$ cat config.mk
export PLATFORM = sky130hd
export DESIGN_NAME = hamming_decoder_flat
export DESIGN_NICKNAME = d
export VERILOG_FILES = /design/src/rtl/hamming_pkg.sv /design/src/rtl/hamming_decoder_if.sv /design/src/rtl/hamming_syndrome.sv /design/src/rtl/hamming_decoder.sv /design/src/flat_wrapper.sv
export SDC_FILE = /design/constraint.sdc
export NUM_CORES = 1
export LEC_CHECK = 0
export ABC_AREA = 1
export CAP_MARGIN = 40
export CORE_MARGIN = 2
export CORE_UTILIZATION = 45
export CTS_CLUSTER_DIAMETER = 50
export DETAILED_ROUTE_END_ITERATION = 16
export GPL_ROUTABILITY_DRIVEN = 0
export HOLD_SLACK_MARGIN = 0.03
export PLACE_DENSITY = 0.85
export SYNTH_ARGS = -nofsm -noshare
export SYNTH_HDL_FRONTEND = slang
export SYNTH_SLANG_ARGS = --single-unit
$ cat constraint.sdc
create_clock -name clk -period 1.6 [get_ports clk]
set_input_delay 0.24 -clock clk [delete_from_list [all_inputs] [get_ports clk]]
set_output_delay 0.24 -clock clk [all_outputs]
set_load 0.05 [all_outputs]
$ cat src/rtl/hamming_pkg.sv
// Shared Hamming(7,4) definitions: position map, word typedefs and the syndrome
// calculation used by both the decoder and the matching encoder.
package hamming_pkg;

  localparam int unsigned P1 = 1;
  localparam int unsigned P2 = 2;
  localparam int unsigned D1 = 3;
  localparam int unsigned P4 = 4;
  localparam int unsigned D2 = 5;
  localparam int unsigned D3 = 6;
  localparam int unsigned D4 = 7;

  typedef logic [7:1] code7_t;
  typedef logic [4:1] data4_t;
  typedef logic [3:1] syndrome_t;

  // Each group XOR equals parity_type on a clean word, so the syndrome bit is
  // the group XOR with the selected parity folded out.
  function automatic syndrome_t calc_syndrome(input code7_t c, input logic parity_type);
    logic x1;
    logic x2;
    logic x4;
    x1 = c[P1] ^ c[D1] ^ c[D2] ^ c[D4];
    x2 = c[P2] ^ c[D1] ^ c[D3] ^ c[D4];
    x4 = c[P4] ^ c[D2] ^ c[D3] ^ c[D4];
    return {x4 ^ parity_type, x2 ^ parity_type, x1 ^ parity_type};
  endfunction

endpackage

$ cat src/rtl/hamming_decoder_if.sv
// Word-in / result-out bundle of the Hamming(7,4) decoder on the RAM read path.
interface hamming_decoder_if;
  import hamming_pkg::*;

  logic        in_valid;
  code7_t      code_in;
  logic        parity_type;
  logic        out_valid;
  data4_t      data_out;
  logic        error;
  syndrome_t   syndrome;
  logic [15:0] err_count;

  modport master (
    output in_valid, code_in, parity_type,
    input  out_valid, data_out, error, syndrome, err_count
  );

  modport slave (
    input  in_valid, code_in, parity_type,
    output out_valid, data_out, error, syndrome, err_count
  );

endinterface

$ cat src/rtl/hamming_syndrome.sv
// Combinational syndrome generator: {s4,s2,s1} gives the erroneous bit position.
module hamming_syndrome
  import hamming_pkg::*;
(
  input  code7_t    code_in,
  input  logic      parity_type,
  output syndrome_t syndrome
);

  always_comb begin
    syndrome = calc_syndrome(code_in, parity_type);
  end

endmodule

$ cat src/rtl/hamming_decoder.sv
// Registered Hamming(7,4) SEC decoder: corrects the bit named by the syndrome,
// extracts data one cycle later and keeps a saturating error counter.
module hamming_decoder
  import hamming_pkg::*;
(
  input  logic               clk,
  input  logic               rst,
  hamming_decoder_if.slave   bus
);

  syndrome_t   syn;
  code7_t      corrected;
  data4_t      data_ext;

  logic        out_valid_d, out_valid_q;
  data4_t      data_d,      data_q;
  logic        error_d,     error_q;
  syndrome_t   syndrome_d,  syndrome_q;
  logic [15:0] err_count_d, err_count_q;

  hamming_syndrome u_syndrome (
    .code_in     (bus.code_in),
    .parity_type (bus.parity_type),
    .syndrome    (syn)
  );

  // A zero syndrome matches no position, so clean words pass through untouched.
  always_comb begin
    corrected = bus.code_in;
    for (int unsigned i = 1; i <= 7; i++) begin
      if (syn == syndrome_t'(i)) begin
        corrected[i] = ~bus.code_in[i];
      end
    end
    data_ext = {corrected[D4], corrected[D3], corrected[D2], corrected[D1]};
  end

  always_comb begin
    out_valid_d = bus.in_valid;
    data_d      = data_q;
    error_d     = error_q;
    syndrome_d  = syndrome_q;
    err_count_d = err_count_q;
    if (bus.in_valid) begin
      data_d     = data_ext;
      error_d    = (syn != '0);
      syndrome_d = syn;
      if ((syn != '0) && (err_count_q != '1)) begin
        err_count_d = err_count_q + 16'd1;
      end
    end
  end

  always_ff @(posedge clk or posedge rst) begin
    if (rst) begin
      out_valid_q <= 1'b0;
      data_q      <= '0;
      error_q     <= 1'b0;
      syndrome_q  <= '0;
      err_count_q <= '0;
    end else begin
      out_valid_q <= out_valid_d;
      data_q      <= data_d;
      error_q     <= error_d;
      syndrome_q  <= syndrome_d;
      err_count_q <= err_count_d;
    end
  end

  assign bus.out_valid = out_valid_q;
  assign bus.data_out  = data_q;
  assign bus.error     = error_q;
  assign bus.syndrome  = syndrome_q;
  assign bus.err_count = err_count_q;

endmodule

$ cat src/flat_wrapper.sv
// flat-port wrapper written by rule: the top's interface ports become plain ports
module hamming_decoder_flat import hamming_pkg::*;
  (clk, rst, bus_in_valid, bus_code_in, bus_parity_type, bus_out_valid, bus_data_out, bus_error, bus_syndrome, bus_err_count);
  hamming_decoder_if bus_i ();
  input  logic clk;
  input  logic rst;
  input wire logic [$bits(bus_i.in_valid)-1:0] bus_in_valid;
  input wire logic [$bits(bus_i.code_in)-1:0] bus_code_in;
  input wire logic [$bits(bus_i.parity_type)-1:0] bus_parity_type;
  output wire logic [$bits(bus_i.out_valid)-1:0] bus_out_valid;
  output wire logic [$bits(bus_i.data_out)-1:0] bus_data_out;
  output wire logic [$bits(bus_i.error)-1:0] bus_error;
  output wire logic [$bits(bus_i.syndrome)-1:0] bus_syndrome;
  output wire logic [$bits(bus_i.err_count)-1:0] bus_err_count;
  assign bus_i.in_valid = bus_in_valid;
  assign bus_i.code_in = bus_code_in;
  assign bus_i.parity_type = bus_parity_type;
  assign bus_out_valid = bus_i.out_valid;
  assign bus_data_out = bus_i.data_out;
  assign bus_error = bus_i.error;
  assign bus_syndrome = bus_i.syndrome;
  assign bus_err_count = bus_i.err_count;
  hamming_decoder u_core (.clk(clk), .rst(rst), .bus(bus_i));
endmodule
# Word level (Yosys, flattened, before mapping)
# Index checks and enable logic that the tools add are counted.
# Widths: inputs -> output; s select.
[word_totals] word_cells=34 output_inout_bits=25 in_bits=11 regBits=25
[op_classes] mux=4 n_eq_ne=5 n_addsub=1 bitwise_logic=16 reduce_logical=3
[ops] cell="$add 16x1->16 const B" count=1
[ops] cell="$ne 16x16->1 const B" count=1
[ops] cell="$xor 1x1->1" count=12
[ops] cell="$eq 3x3->1 const B" count=3
[ops] cell="$mux 1" count=4
[ops] cell="$not 1->1" count=4
[ops] cell="$eq 3x2->1 const B" count=1
[ops] cell="$reduce_bool 3->1" count=1
[ops] cell="$reduce_and 2->1" count=1
[ops] cell="$logic_and 1x1->1" count=1

# Longest topological paths before layout
[logic_depth] ltp_word=7 mapped_depth=12 depth_no_buf=11

# By module
# From an unflattened synthesis, not the netlist that was laid out.
[hier_totals] hier_cells=218 area_unflattened_um2=1570.3
[by_module_without_submodules] module="hamming_decoder" instances=1 area_each_um2=1408.9 cells_each=181
[by_module_without_submodules] module="hamming_syndrome" instances=1 area_each_um2=161.4 cells_each=37

# Worst setup path after synthesis
# No wires, ideal clock.
[synth_timing] path_type="register to register" startpoint="reg u_core.err_count_q[0] (netlist: u_core.bus.err_count[0])" endpoint="reg u_core.err_count_q[3] (netlist: u_core.bus.err_count[3])" synth_period_minus_slack_ns=2.082 path_slack_ns=-0.482 t_arrival_ns=1.962 stages_incl_launch_ff=10 setup_ns=0.120 path_cell_list="dfrtp_1 ha_1 nand3_2 nor3_4 nand2_2 nor2_4 nand3_4 buf_2 nand4_1 nand2_1"
[synth_between] elab_chain_cells=3
[synth_rtl] item="start, declared" line="hamming_decoder.sv:19" text="logic [15:0] err_count_d, err_count_q;"
[synth_rtl] item="start signal, assigned" line="hamming_decoder.sv:66" text="err_count_q <= err_count_d;"
[synth_rtl] item="branches (longest 3 deep; another with $add 16x1->16)"
# Parallel ways; which one is timed is not known.
# A chain may end at the register's enable or synchronous reset.

# Worst setup path after layout
[layout_timing] startpoint="reg u_core.err_count_q[3] (netlist: u_core.bus.err_count[3])" endpoint="reg u_core.err_count_q[9] (netlist: u_core.bus.err_count[9])"
# The elaborated chain is that of the path after synthesis.

==> run metrics <==
xor/xnor cell area share of the yosys netlist 5.99%; CTS buffer count 3; Layout Utilization 66.7%; Tmin final between 1.5 and 2 ns; drt drc 0; TritonRoute pass-1 iters 5; main combinational cell family by area after synthesis simple AND/OR/NAND/NOR gates; Port Buffer Count 35; compound-gate portion of the synthesized area less than 1%; Worst Hold Class in -> async; Boundary Pins 36; RSZ-0062 raised after global routing yes; met2 usage 37.6%; core area about 3700 um^2; final wirelength approximately 4800 um; Die Y-Extent roughly 66 um; Reg2Reg Capture Point u_core.bus.err_count[9]; Mapped Area roughly 1800 um^2; Slowest cell on crit path dfrtp_2; CP Class reg -> reg; mux contribution to synthesized area 0%; post-synthesis adder-cell area fraction less than 1%; grt total ovfl 0; Simple-Gate Fraction of Synth Area ~50%; CTS tree done; startpoint types register; first-pass GRT wire length 7710 um; root buf cell clkbuf_8; cell count after synthesis 258; grt peak-use layer met2; worst-path cell chain buf_4 -> nand2_1 -> nor2_1 -> nand2_1 -> nor2_1 -> xor2_1 -> nand4_1 -> nand2_1; Clock Tree Buf Depth 2; skew final between 0.004 and 0.005 ns; antenna cells 0; gr usage total ~22%; Max-cap violations 0; die width 66.4 um; Final #Nets 337; largest net degree at the start of global routing 26; final instance area between 2000 and 2500 um^2; row count 22; Worst IR Drop VDD 0.690 mV; CP Capture Type register; 1st-iter DRT viols approximately 200; Clock Pin Slew Worst Setup and Hold Paths 0.08 ns; Initial Utilization 47.2%; Worst Reg2Reg Path Length in Cells 8; met3 GRT Util about 4.4%; share of layout cells above drive strength 1 27.2%; Static Leak about 1.3 nW; synthesis-to-finish area growth 41.2%; setup violators final 0; R2R Path Start u_core.bus.err_count[3]; vias in the first global route about 1800; WL/cell around 13 um; status finished, final reports clean; worst setup margin approximately 0.042 ns; most used cell, CP nand2_1; Hold Slack between 0.3 and 0.4 ns; R2R setup slack about 0.042 ns; clk_lat worst skew approximately 0.26 ns; max_slew headroom between 70% and 80%; Antenna Nets Post-Route 0; worst-margin pin slew slightly above 0.4 ns; fin crit share between 90 and 100%; Vias ~2000; achievable frequency ~0.64 GHz; placed inst area ~2400 um^2; full die area ~4400 um^2; Critical Path RT roughly 1.8 ns; CTS H-tree depth 1; Post-Place Setup Slack -0.358 ns; Cell variety after synth 23; register area share after synthesis between 30 and 40%; slowest stage delay, CP 0.39 ns; initial antenna violation count 0; endpoints failing hold 0; clk sinks 25; met1 global-route usage 29.2%; Worst Path Arrival 1.76 ns; post-cts hold buffer count 0; DR vias/cell around 5.4; post-synthesis register bit count 25; dpl hpwl between 3000 and 4000 um; Mapped Nets 270; crit path max fanout 6; synth warn 0; Mapped Avg Cell Area between 6 and 7 um^2; Power Density between 900 and 1000 nW/um^2; Max Slew Vio Count 0; setup_tns 0 ns
## worst max-delay path by stage
stage | from | endpoint | cells after the start
floorplan | u_core.bus.err_count[0] | u_core.bus.err_count[12] | 10
global placement | bus_code_in[6] | u_core.bus.err_count[1] | 12
detailed placement | bus_code_in[6] | u_core.bus.err_count[9] | 12
CTS | bus_code_in[2] | u_core.bus.err_count[9] | 11
global route | u_core.bus.err_count[0] | u_core.bus.err_count[9] | 9
finish | u_core.bus.err_count[3] | u_core.bus.err_count[9] | 8
## final cells by class
type | instances | area (um^2)
well taps | 48 | 60.1
fillers | 315 | 1240
inverters | 23 | 86.3
multi-input cells | 205 | 1060
clock buffers | 4 | 45.0
repair buffers | 67 | 586
flip-flops and latches | 25 | 638
## metrics by stage
stage / power [mW] / cells
floorplan: 1.48 / 258
global placement: 1.87 / 367
detailed placement: 1.90 / 367
CTS: 2.27 / 372
global route: 2.40 / 372
finish: 2.27 / 372
## kinds of logic after synthesis
family          after synthesis
compound gates                3
xor+xnor                     12
fa+ha+maj                     1
buf+inv                      29
flops                        25
simple gates                188
## power by group
group / switching [mW] / leakage (nW) / total [mW] / internal [mW]
logic: 0.686 / 0.975 / 1.10 / 0.413
clock network: 0.186 / 0.0228 / 0.363 / 0.178
registers: 0.0851 / 0.310 / 0.812 / 0.726
total: 0.956 / 1.31 / 2.27 / 1.32
## sequential cells by signal, summed over array words and instances, names as in the netlist
register / cells
u_core.bus.data_out: 4
u_core.bus.syndrome: 3
u_core.bus.error: 1
u_core.bus.out_valid: 1
u_core.bus.err_count: 16
## critical path, delay by kind of cell, from the launching register on
| kind | cells | cell delay (ns) |
|---|---|---|
| DFF | 1 | 0.39 |
| and+or+nand+nor | 6 | 0.75 |
| buffers and inverters | 1 | 0.17 |
| xor gates and xnor gates | 1 | 0.18 |
## synthesized netlist by cell type, drive strengths merged
cell type | number | area share (%)
ha | 1 | 0.71
o21ai | 3 | 0.86
nand4 | 20 | 7.1
inv | 23 | 4.9
nor2 | 13 | 3.2
dfrtp | 25 | 36
nand2 | 115 | 25
nor3 | 5 | 2.4
nand3b | 1 | 0.43
xor2 | 9 | 4.5
buf | 4 | 1.4
xnor2 | 3 | 1.5
nand3 | 34 | 12
clkbuf | 2 | 0.43
## repair_timing
item	CTS	global route
gates resized for setup	5	10
hold endpoints to repair	0	0
buffers inserted	0	0
pin swaps	1	15
cloned	1	0
endpoints found under the setup margin	18	21
## routing by layer
metal,share of wire [%],routed length [um],vias up
met5,0,0,-
met4,1.4,67,0
met3,6.2,295,10
met2,49,2330,85
met1,43,2070,922
li1,-,-,979
## layout by cell type, fill, tap and decap left out, types with 2 or more instances in the layout
master	count
buf_12	4
buf_4	51
buf_6	2
clkbuf_8	3
clkdlybuf4s50_1	4
dfrtp_1	15
dfrtp_2	10
dlygate4sd2_1	4
dlymetal6s2s_1	2
inv_1	21
inv_2	2
nand2_1	108
nand2_2	7
nand3_1	30
nand3_4	5
nand4_1	20
nor2_1	12
nor3_1	3
o21ai_0	3
xnor2_1	3
xor2_1	9
Note: power is estimated with default switching activity, not from simulation.
